==> src/rtl/dj_alu_pkg.sv <==
// Shared opcode values, FSM state encoding and opcode helper for the
// dj_alu_exec execute stage.
package dj_alu_pkg;

    localparam logic [7:0] OP_NOP  = 8'h00;
    localparam logic [7:0] OP_ADD  = 8'h01;
    localparam logic [7:0] OP_SUB  = 8'h02;
    localparam logic [7:0] OP_MUL  = 8'h03;
    localparam logic [7:0] OP_AND  = 8'h04;
    localparam logic [7:0] OP_OR   = 8'h05;
    localparam logic [7:0] OP_NOT  = 8'h06;
    localparam logic [7:0] OP_XOR  = 8'h07;
    localparam logic [7:0] OP_SHL  = 8'h08;
    localparam logic [7:0] OP_SHR  = 8'h09;
    localparam logic [7:0] OP_GT   = 8'h0A;
    localparam logic [7:0] OP_LT   = 8'h0B;
    localparam logic [7:0] OP_EQ   = 8'h0C;
    localparam logic [7:0] OP_CSET = 8'h0D;
    localparam logic [7:0] OP_CINC = 8'h0E;
    localparam logic [7:0] OP_CDEC = 8'h0F;
    localparam logic [7:0] OP_ADC  = 8'h10;

    typedef enum logic {
        ST_IDLE = 1'b0,
        ST_MUL  = 1'b1
    } state_e;

    // Anything outside 0x01..0x10 behaves as NOP (no flags, no writeback).
    function automatic logic op_known(input logic [7:0] op);
        return (op != OP_NOP) && (op <= OP_ADC);
    endfunction

endpackage

==> src/rtl/dj_alu_exec_mul.sv <==
// dj_mul_seq: iterative shift-add multiplier, one partial product per clock.
// start_i loads the operands; the next DATA_W clocks each add one partial
// product. done_o is high during the last iteration and product_o then carries
// the final (combinational) sum so the caller can register it on that edge.
module dj_mul_seq #(
    parameter int DATA_W = 16
) (
    input  logic                  clk,
    input  logic                  rst_n,
    input  logic                  start_i,
    input  logic [DATA_W-1:0]     a_i,
    input  logic [DATA_W-1:0]     b_i,
    output logic                  done_o,
    output logic [2*DATA_W-1:0]   product_o
);

    localparam int CW = $clog2(DATA_W);
    localparam logic [CW-1:0] LAST = CW'(DATA_W - 1);

    logic                busy_q;
    logic [CW-1:0]       cnt_q;
    logic [2*DATA_W-1:0] acc_q, acc_d;
    logic [2*DATA_W-1:0] mcand_q;
    logic [DATA_W-1:0]   mplier_q;

    // Accumulate the shifted multiplicand when the current multiplier bit is set.
    always_comb begin
        acc_d = acc_q;
        if (mplier_q[0]) acc_d = acc_q + mcand_q;
    end

    // Operand load on start, then one shift-add step per clock while busy.
    always_ff @(posedge clk or negedge rst_n) begin
        if (!rst_n) begin
            busy_q   <= 1'b0;
            cnt_q    <= '0;
            acc_q    <= '0;
            mcand_q  <= '0;
            mplier_q <= '0;
        end else if (start_i) begin
            busy_q   <= 1'b1;
            cnt_q    <= '0;
            acc_q    <= '0;
            mcand_q  <= {{DATA_W{1'b0}}, a_i};
            mplier_q <= b_i;
        end else if (busy_q) begin
            acc_q    <= acc_d;
            mcand_q  <= mcand_q << 1;
            mplier_q <= mplier_q >> 1;
            cnt_q    <= cnt_q + CW'(1);
            if (cnt_q == LAST) busy_q <= 1'b0;
        end
    end

    assign done_o    = busy_q && (cnt_q == LAST);
    assign product_o = acc_d;

endmodule

==> src/rtl/dj_alu_exec.sv <==
// dj_alu_exec: execute stage behind the control decoder. Registered result,
// writeback enable/address, carry/zero flags and loop counter.
// Build option ALU_MUL_1CYC_EN: when defined, MUL is a single-cycle
// combinational multiply and the iterative multiplier/FSM are left out.
module dj_alu_exec
    import dj_alu_pkg::*;
#(
    parameter int DATA_W = 16,
    parameter int ADDR_W = 4
) (
    input  logic              clk,
    input  logic              rst_n,
    input  logic              in_valid,
    output logic              in_ready,
    input  logic [7:0]        alu_control_command,
    input  logic              regwrite_control,
    input  logic [DATA_W-1:0] operand_a,
    input  logic [DATA_W-1:0] operand_b,
    input  logic [ADDR_W-1:0] wb_addr_in,
    output logic              out_valid,
    output logic [DATA_W-1:0] result,
    output logic              wb_en,
    output logic [ADDR_W-1:0] wb_addr,
    output logic              flag_carry,
    output logic              flag_zero,
    output logic [DATA_W-1:0] counter_value
);

    localparam logic [DATA_W-1:0] SH_LIM = DATA_W'(DATA_W);

    logic              accept;
    logic              known;
    logic              defer;      // op completes later (iterative MUL)
    logic [DATA_W-1:0] op_res;
    logic              op_carry;
    logic              upd_carry;
    logic [DATA_W-1:0] cnt_next;
    logic [DATA_W:0]   sum_add;
    logic [DATA_W:0]   sum_adc;

    logic              out_valid_q;
    logic [DATA_W-1:0] result_q;
    logic              wb_en_q;
    logic [ADDR_W-1:0] wb_addr_q;
    logic              carry_q;
    logic              zero_q;
    logic [DATA_W-1:0] counter_q;

    assign accept = in_valid && in_ready;
    assign known  = op_known(alu_control_command);

`ifdef ALU_MUL_1CYC_EN
    logic [2*DATA_W-1:0] mul_full;
    assign mul_full = operand_a * operand_b;
    assign defer    = 1'b0;
    assign in_ready = 1'b1;
`else
    state_e              state_q, state_d;
    logic                mul_start;
    logic                mul_done;
    logic [2*DATA_W-1:0] mul_prod;
    logic                pend_wb_en_q;
    logic [ADDR_W-1:0]   pend_wb_addr_q;

    assign mul_start = accept && (alu_control_command == OP_MUL);
    assign defer     = mul_start;

    dj_mul_seq #(.DATA_W(DATA_W)) u_mul (
        .clk       (clk),
        .rst_n     (rst_n),
        .start_i   (mul_start),
        .a_i       (operand_a),
        .b_i       (operand_b),
        .done_o    (mul_done),
        .product_o (mul_prod)
    );

    // FSM state register.
    always_ff @(posedge clk or negedge rst_n) begin
        if (!rst_n) state_q <= ST_IDLE;
        else        state_q <= state_d;
    end

    // Next state and handshake: stall the input for the whole multiply.
    always_comb begin
        state_d  = state_q;
        in_ready = 1'b0;
        case (state_q)
            ST_IDLE: begin
                in_ready = 1'b1;
                if (mul_start) state_d = ST_MUL;
            end
            ST_MUL: begin
                if (mul_done) state_d = ST_IDLE;
            end
            default: state_d = ST_IDLE;
        endcase
    end

    // Hold the writeback target of an in-flight multiply until it completes.
    always_ff @(posedge clk or negedge rst_n) begin
        if (!rst_n) begin
            pend_wb_en_q   <= 1'b0;
            pend_wb_addr_q <= '0;
        end else if (mul_start) begin
            pend_wb_en_q   <= regwrite_control;
            pend_wb_addr_q <= wb_addr_in;
        end
    end
`endif

    // Single-cycle datapath: result, carry candidate and next counter value.
    always_comb begin
        sum_add   = {1'b0, operand_a} + {1'b0, operand_b};
        sum_adc   = sum_add + (DATA_W+1)'(carry_q);
        op_res    = '0;
        op_carry  = carry_q;
        upd_carry = 1'b0;
        cnt_next  = counter_q;
        case (alu_control_command)
            OP_ADD: begin
                op_res    = sum_add[DATA_W-1:0];
                op_carry  = sum_add[DATA_W];
                upd_carry = 1'b1;
            end
            OP_SUB: begin
                op_res    = operand_a - operand_b;
                op_carry  = operand_a < operand_b;
                upd_carry = 1'b1;
            end
`ifdef ALU_MUL_1CYC_EN
            OP_MUL: begin
                op_res    = mul_full[DATA_W-1:0];
                op_carry  = |mul_full[2*DATA_W-1:DATA_W];
                upd_carry = 1'b1;
            end
`endif
            OP_AND:  op_res = operand_a & operand_b;
            OP_OR:   op_res = operand_a | operand_b;
            OP_NOT:  op_res = ~operand_a;
            OP_XOR:  op_res = operand_a ^ operand_b;
            OP_SHL:  op_res = (operand_b >= SH_LIM) ? '0 : operand_a << operand_b;
            OP_SHR:  op_res = (operand_b >= SH_LIM) ? '0 : operand_a >> operand_b;
            OP_GT:   op_res = {{(DATA_W-1){1'b0}}, operand_a > operand_b};
            OP_LT:   op_res = {{(DATA_W-1){1'b0}}, operand_a < operand_b};
            OP_EQ:   op_res = {{(DATA_W-1){1'b0}}, operand_a == operand_b};
            OP_CSET: begin
                cnt_next = operand_a;
                op_res   = operand_a;
            end
            OP_CINC: begin
                cnt_next = counter_q + DATA_W'(1);
                op_res   = cnt_next;
            end
            OP_CDEC: begin
                cnt_next = counter_q - DATA_W'(1);
                op_res   = cnt_next;
            end
            OP_ADC: begin
                op_res    = sum_adc[DATA_W-1:0];
                op_carry  = sum_adc[DATA_W];
                upd_carry = 1'b1;
            end
            default: op_res = '0;
        endcase
    end

    // Output, flag and counter registers; out_valid is a one-cycle pulse.
    always_ff @(posedge clk or negedge rst_n) begin
        if (!rst_n) begin
            out_valid_q <= 1'b0;
            result_q    <= '0;
            wb_en_q     <= 1'b0;
            wb_addr_q   <= '0;
            carry_q     <= 1'b0;
            zero_q      <= 1'b0;
            counter_q   <= '0;
        end else begin
            out_valid_q <= 1'b0;
            if (accept && !defer) begin
                out_valid_q <= 1'b1;
                result_q    <= op_res;
                wb_en_q     <= regwrite_control && known;
                wb_addr_q   <= wb_addr_in;
                counter_q   <= cnt_next;
                if (known)     zero_q  <= (op_res == '0);
                if (upd_carry) carry_q <= op_carry;
            end
`ifndef ALU_MUL_1CYC_EN
            if (mul_done) begin
                out_valid_q <= 1'b1;
                result_q    <= mul_prod[DATA_W-1:0];
                carry_q     <= |mul_prod[2*DATA_W-1:DATA_W];
                zero_q      <= (mul_prod[DATA_W-1:0] == '0);
                wb_en_q     <= pend_wb_en_q;
                wb_addr_q   <= pend_wb_addr_q;
            end
`endif
        end
    end

    assign out_valid     = out_valid_q;
    assign result        = result_q;
    assign wb_en         = wb_en_q;
    assign wb_addr       = wb_addr_q;
    assign flag_carry    = carry_q;
    assign flag_zero     = zero_q;
    assign counter_value = counter_q;

endmodule

==> config.mk <==
export PLATFORM = sky130hd
export DESIGN_NAME = dj_alu_exec
export DESIGN_NICKNAME = d
export VERILOG_FILES = /design/src/rtl/dj_alu_pkg.sv /design/src/rtl/dj_alu_exec_mul.sv /design/src/rtl/dj_alu_exec.sv
export SDC_FILE = /design/constraint.sdc
export NUM_CORES = 1
export LEC_CHECK = 0
export CORE_ASPECT_RATIO = 1.4
export CORE_MARGIN = 2
export CORE_UTILIZATION = 45
export CTS_BUF_LIST = sky130_fd_sc_hd__clkbuf_8 sky130_fd_sc_hd__clkbuf_16
export CTS_CLUSTER_DIAMETER = 100
export DETAILED_ROUTE_END_ITERATION = 16
export DONT_BUFFER_PORTS = 1
export PLACE_DENSITY = 0.57
export SLEW_MARGIN = 20
export SYNTH_ARGS = -nofsm -noshare
export SYNTH_HDL_FRONTEND = slang
export SYNTH_SLANG_ARGS = --single-unit
==> constraint.sdc <==
create_clock -name clk -period 5.5 [get_ports clk]
set_input_delay 0.825 -clock clk [delete_from_list [all_inputs] [get_ports clk]]
set_output_delay 0.825 -clock clk [all_outputs]
set_load 0.02 [all_outputs]
======== Word level (Yosys, flattened, before mapping) ========
Cells that the tools add are included.
cells by class
  $add $sub $neg .......................... 7
  $lt $le $gt $ge ......................... 4
  equal/unequal tests ..................... 18
  shift-type cells ........................ 2
  multiplexer cells ....................... 36
  bitwise gates (word level) .............. 5
  reductions and logical operators ........ 21
operators with widths
  cell                                                                                   number
  16-bit one-hot mux with 15 select lines                                                1
  32-bit two-way mux                                                                     5
  16-bit two-way mux                                                                     6
  8-bit by 4-bit equality test with 1-bit output (second input constant)                 8
  16-bit one-hot mux with 3 select lines                                                 1
  32-bit adder                                                                           1
  8-bit by 3-bit equality test with 1-bit output (second input constant)                 4
  16-bit logical NOT                                                                     2
  16-bit by 16-bit adder with 17-bit output                                              1
  17-bit by 1-bit adder with 17-bit output                                               1
  1-bit two-way mux                                                                      17
  16-bit by 1-bit adder with 16-bit output (second input constant)                       1
  16-bit bitwise AND                                                                     1
  16-bit equality test                                                                   1
  8-bit by 2-bit equality test with 1-bit output (second input constant)                 2
  16-bit by 5-bit greater-or-equal comparator with 1-bit output (second input constant)  1
  16-bit > comparator                                                                    1
  16-bit less-than comparator                                                            1
  4-bit two-way mux                                                                      4
  16-bit NOT                                                                             1
  16-bit OR                                                                              1
  16-bit OR reduction                                                                    1
  16-bit by 16-bit << shifter with 16-bit output                                         1
  16-bit by 16-bit right shift with 16-bit output                                        1
  20 further kinds                                                                       29
storage, ports and cells
  register bits after elaboration ......... 131
  input port bits ......................... 48
  output and inout bits ................... 41

======== Logic depth before layout (Yosys ltp) ========
  depth in word-level cells ............... 7
  mapped depth ............................ 17
  depth with buffers taken out ............ 14

======== Hierarchy ========
Synthesis repeated with hierarchy kept, for this count alone.
unflattened totals
  cells, all modules ...................... 1703
  area, all modules ....................... 13859.5 um2
by module, submodules not included
  module       instances  cells an instance  area each (um2)
  dj_alu_exec  1          1077               8074.0
  dj_mul_seq   1          626                5785.5

======== Least setup slack after synthesis ========
OpenSTA, ideal clock, no wires.
  kind .................................... in2reg
  start ................................... input port operand_b[2]
  end ..................................... register zero_q, in the netlist flag_zero
  library setup time ...................... 0.092 ns
  arrival ................................. 4.672 ns
  setup slack ............................. 0.736 ns
  stages .................................. 14
  path buffers ............................ 2
  cells stage by stage .................... clkbuf_1 -> clkinv_1 -> clkbuf_1 -> ha_1 -> a211o_4 -> a2111oi_2 -> nor3_1 -> a221o_1 -> nor3b_1 -> nand3_1 -> xnor2_1 -> a221o_1 -> or4_1 -> o31ai_2
between the ends
  longest elaborated chain between the ends .. 7
  elaborated cells on any way between the ends .. 19
  those cells by class .................... add/sub: 3; order compare: 3; eq/ne: 1; shift: 2; mux: 6; bitwise: 3; reduce/logical: 1
RTL lines
  item                                                               RTL line            text
  from (decl)                                                        dj_alu_exec.sv:18   input logic [DATA_W-1:0] operand_b,
  16-bit by 16-bit adder with 17-bit output (tied with other cells)  dj_alu_exec.sv:114  sum_add = {1'b0, operand_a} + {1'b0, operand_b};
  17-bit by 1-bit adder with 17-bit output (tied with other cells)   dj_alu_exec.sv:115  sum_adc = sum_add + (DATA_W+1)'(carry_q);
  16-bit one-hot mux with 15 select lines *                          dj_alu_exec.sv:120  case (alu_control_command)
  16-bit logical NOT *                                               dj_alu_exec.sv:186  if (known) zero_q <= (op_res == '0);
  1-bit two-way mux *                                                dj_alu_exec.sv:186
  1-bit two-way mux *                                                dj_alu_exec.sv:180  if (accept && !defer) begin
  1-bit two-way mux *                                                dj_alu_exec.sv:190  if (mul_done) begin
  to (signal assigned)                                               dj_alu_exec.sv:186
  to (signal assigned)                                               dj_alu_exec.sv:194  zero_q <= (mul_prod[DATA_W-1:0] == '0);
  to (decl)                                                          dj_alu_exec.sv:46   logic zero_q;
Every way passes the cells marked *; elsewhere a longest branch is shown, timed or not. The select of a mux whose other input is x is not followed.
A chain may end at the register's enable or synchronous reset.

======== Worst setup path after layout ========
  start ................................... input port operand_a[0]
  end ..................................... register zero_q, in the netlist flag_zero
between the ends
  longest elaborated chain between the ends .. 7
  elaborated cells on any way between the ends .. 19
  those cells by class .................... add/sub: 3; order compare: 2; eq/ne: 1; shift: 2; mux: 6; bitwise: 4; reduce/logical: 1
RTL lines
  item                                                               RTL line            text
  from (decl)                                                        dj_alu_exec.sv:17   input logic [DATA_W-1:0] operand_a,
  16-bit by 16-bit adder with 17-bit output (tied with other cells)  dj_alu_exec.sv:114
  17-bit by 1-bit adder with 17-bit output (tied with other cells)   dj_alu_exec.sv:115
  16-bit one-hot mux with 15 select lines *                          dj_alu_exec.sv:120
  16-bit logical NOT *                                               dj_alu_exec.sv:186
  1-bit two-way mux *                                                dj_alu_exec.sv:186
  1-bit two-way mux *                                                dj_alu_exec.sv:180
  1-bit two-way mux *                                                dj_alu_exec.sv:190
Marks and branches as above.

==> out/metrics.yaml <==
status: "finished clean"
root_buffer: "clkbuf_16"
start_util: 0.458
numCtsBuffers: 17
drv_cap: 0
fin_skew_ns: 0.0100
die_h_um: 211
synth_edf_count: 0
area_delta_synth_final_pct: 6.47
post_cts_resized: 0
hold_buffers: 0
arrival_ns: 5.01
synthTopCellsByArea: "dfrtp_1 (24%), ha_1 (7.6%), mux2i_1 (6.4%), nor2_1 (4.8%), o21ai_0 (4.4%)"
cts_setup_buffers: 0
synth.distinct_cells: 86
clock_latency_ns: 0.45
dp_slack_ns: 0.417
grt_pass1_vias: 13665
fin_crit_ns: 4.65
endpoint_kind: "register"
vias_per_cell: 6.61
synth_most_common_cell: "nor2_1"
timing.fmax_ghz: 0.215
met3_wirelength_mm: 3.27
synthCells: 1733
grt_pass1_wl_mm: 85.4
dp.final_hpwl_mm: 43.8
synth_warnings: 0
drv_slew: 0
grt_max_degree: 132
worstMarginPinSlew_ns: 1.10
synth_flop_cell: "dfrtp_1"
drive_above_1_share: 0.0802
ios: 89
netlist_area_um2: 13800
setup_tns_ns: 0
min_path_type: "in2async"
cp_slowest_stage_delay_ns: 0.82
cp_slowest_cell: "a2111oi_0"
synth_top_area_share: 0.238
setup_violations: 0
hold_violations: 0
final.setup.worst_slack_ns: 0.849
start_kind: "primary input"
clock_path_buffers: 2
leakagePower_nw: 5.45
top_layer: "met5"
maxSlewHeadroom: 0.256
async_reset_ff_frac: 1.00
post_drt_wl_per_cell_um: 27.5
grt-ovfl-total: 0
synth_seq_cells: 131
die_area_um2: 32000
cts.sinks: 131
avgSynthCellArea_um2: 7.93
cp_cell_sequence: "ha_1 -> fa_1 -> ha_1 -> a22oi_1 -> o22ai_1 -> a2111oi_0 -> nand3_1 -> nor3_1 -> nand4b_1 -> or4_1 -> or4_1 -> o31ai_2"
drt-initial-drc-count: 768
cp_max_fo: 10
io_buffers: 0
yosysSeqAreaShare: 0.238
vias: 13577
gp_congestion: 1.03
drc: 0
drt-met1-wl_mm: 20.3
rsz0062_at_grt: "no"
drt_wl_total_mm: 56.6
core_um2: 30000
critPathRequiredTime_ns: 5.85
antenna_found_initial: 1
die-width_um: 152
drt-pass1-iter-count: 6
nets: 1792
powerDensity_nw_per_um2: 182
path_clk_slew_ns: 0.06
wl_met2_mm: 27.9
period_share: 0.846
grt.total_usage: 0.359
yosysTopAreaCell: "dfrtp_1"
rows: 75
antennaDiodeCount: 0
synth_commonest_cells: "nor2_1 (177), nand2_1 (154), dfrtp_1 (131)"
cts_tree: "built"
criticalPathCategory: "in2reg"
htree_levels: 4
ant_nets: 0
syn_nets: 1868
ir_drop_mv: 0.193
[final timing paths]
path	start	end	slack, ns	depth (start not counted)
max in group asynchronous	rst_n	counter_value[9]	5.04	0
min in group clk	operand_b[6]	u_mul.mplier_q[6]	0.50	2
setup reg to reg	counter_value[0]	flag_zero	0.96	11
hold reg to reg	pend_wb_addr_q[2]	pend_wb_addr_q[2]	0.51	1
hold / removal	rst_n	u_mul.mplier_q[1]	0.07	0
setup / recovery	operand_a[0]	flag_zero	0.85	12
[critical path: cells and delay by family]
family | cells | cell delay (ns)
compound gates | 4 | 1.27
fa+ha+maj | 3 | 1.08
simple gates | 5 | 1.83
[per-layer routing]
layer  global-route usage  up-vias
met5                    0        -
met4                0.278        2
met3               0.0685      199
met2                0.609      510
met1                0.386     6556
li1                     -     6310
[layout by cell type, fill, tap and decap left out, types with 48 or more instances in the layout]
cell,netlist,final
nor2_1,177,176
nand2_1,154,154
dfrtp_1,131,130
o21ai_0,121,121
mux2i_1,88,88
ha_1,84,84
a21oi_1,74,73
inv_1,66,66
nor3_1,62,62
nand3_1,52,52
a211oi_1,48,48
[final cells by class]
cell class / count / area (um^2)
clock buffer: 17 / 425
tap: 385 / 482
sequential: 131 / 3280
fill: 3059 / 15400
clock inverter: 15 / 195
multi-input combinational: 1403 / 9710
timing repair buffer: 34 / 280
inverter: 70 / 263
[cells by family (layout without fill, tap and decap cells)]
logic type | count (synthesis) | after routing | share of synthesized area
AND/OR/NAND/NOR | 644 | 644 | 0.232
AO/OA/AOI/OAI | 489 | 489 | 0.246
buffers and inverters | 199 | 136 | 0.0566
flip-flops | 131 | 131 | 0.238
multiplexers | 130 | 130 | 0.113
adder cells (fa/ha/maj) | 87 | 87 | 0.0808
XOR/XNOR | 53 | 53 | 0.0338
[sequential cells by signal, indices dropped and copies added (netlist names), 4 cells and up]
name            flops
wb_addr             4
u_mul.mcand_q      32
pend_wb_addr_q      4
u_mul.mplier_q     16
counter_value      16
u_mul.acc_q        32
u_mul.cnt_q         4
result             16
[power breakdown]
group	internal, mW	switching, mW	leakage [nW]
logic	0.179	0.298	3.89
registers	0.964	0	1.27
clock network	0.726	0.500	0.291
[per-stage QoR]
step                area [um^2]  hold slack [ns]   util  std cells  power (mW)
finish                    14600           0.0687  0.488       2055        2.67
floorplan                 13800            0.477      -       1733        1.35
global placement          14000            0.490  0.467       2023        1.45
global route              14600           0.0483  0.488       2055        2.76
CTS                       14600           0.0441  0.488       2055        2.68
detailed placement        14000            0.497  0.467       2023        1.44
Power figures use the tool's default switching activity.
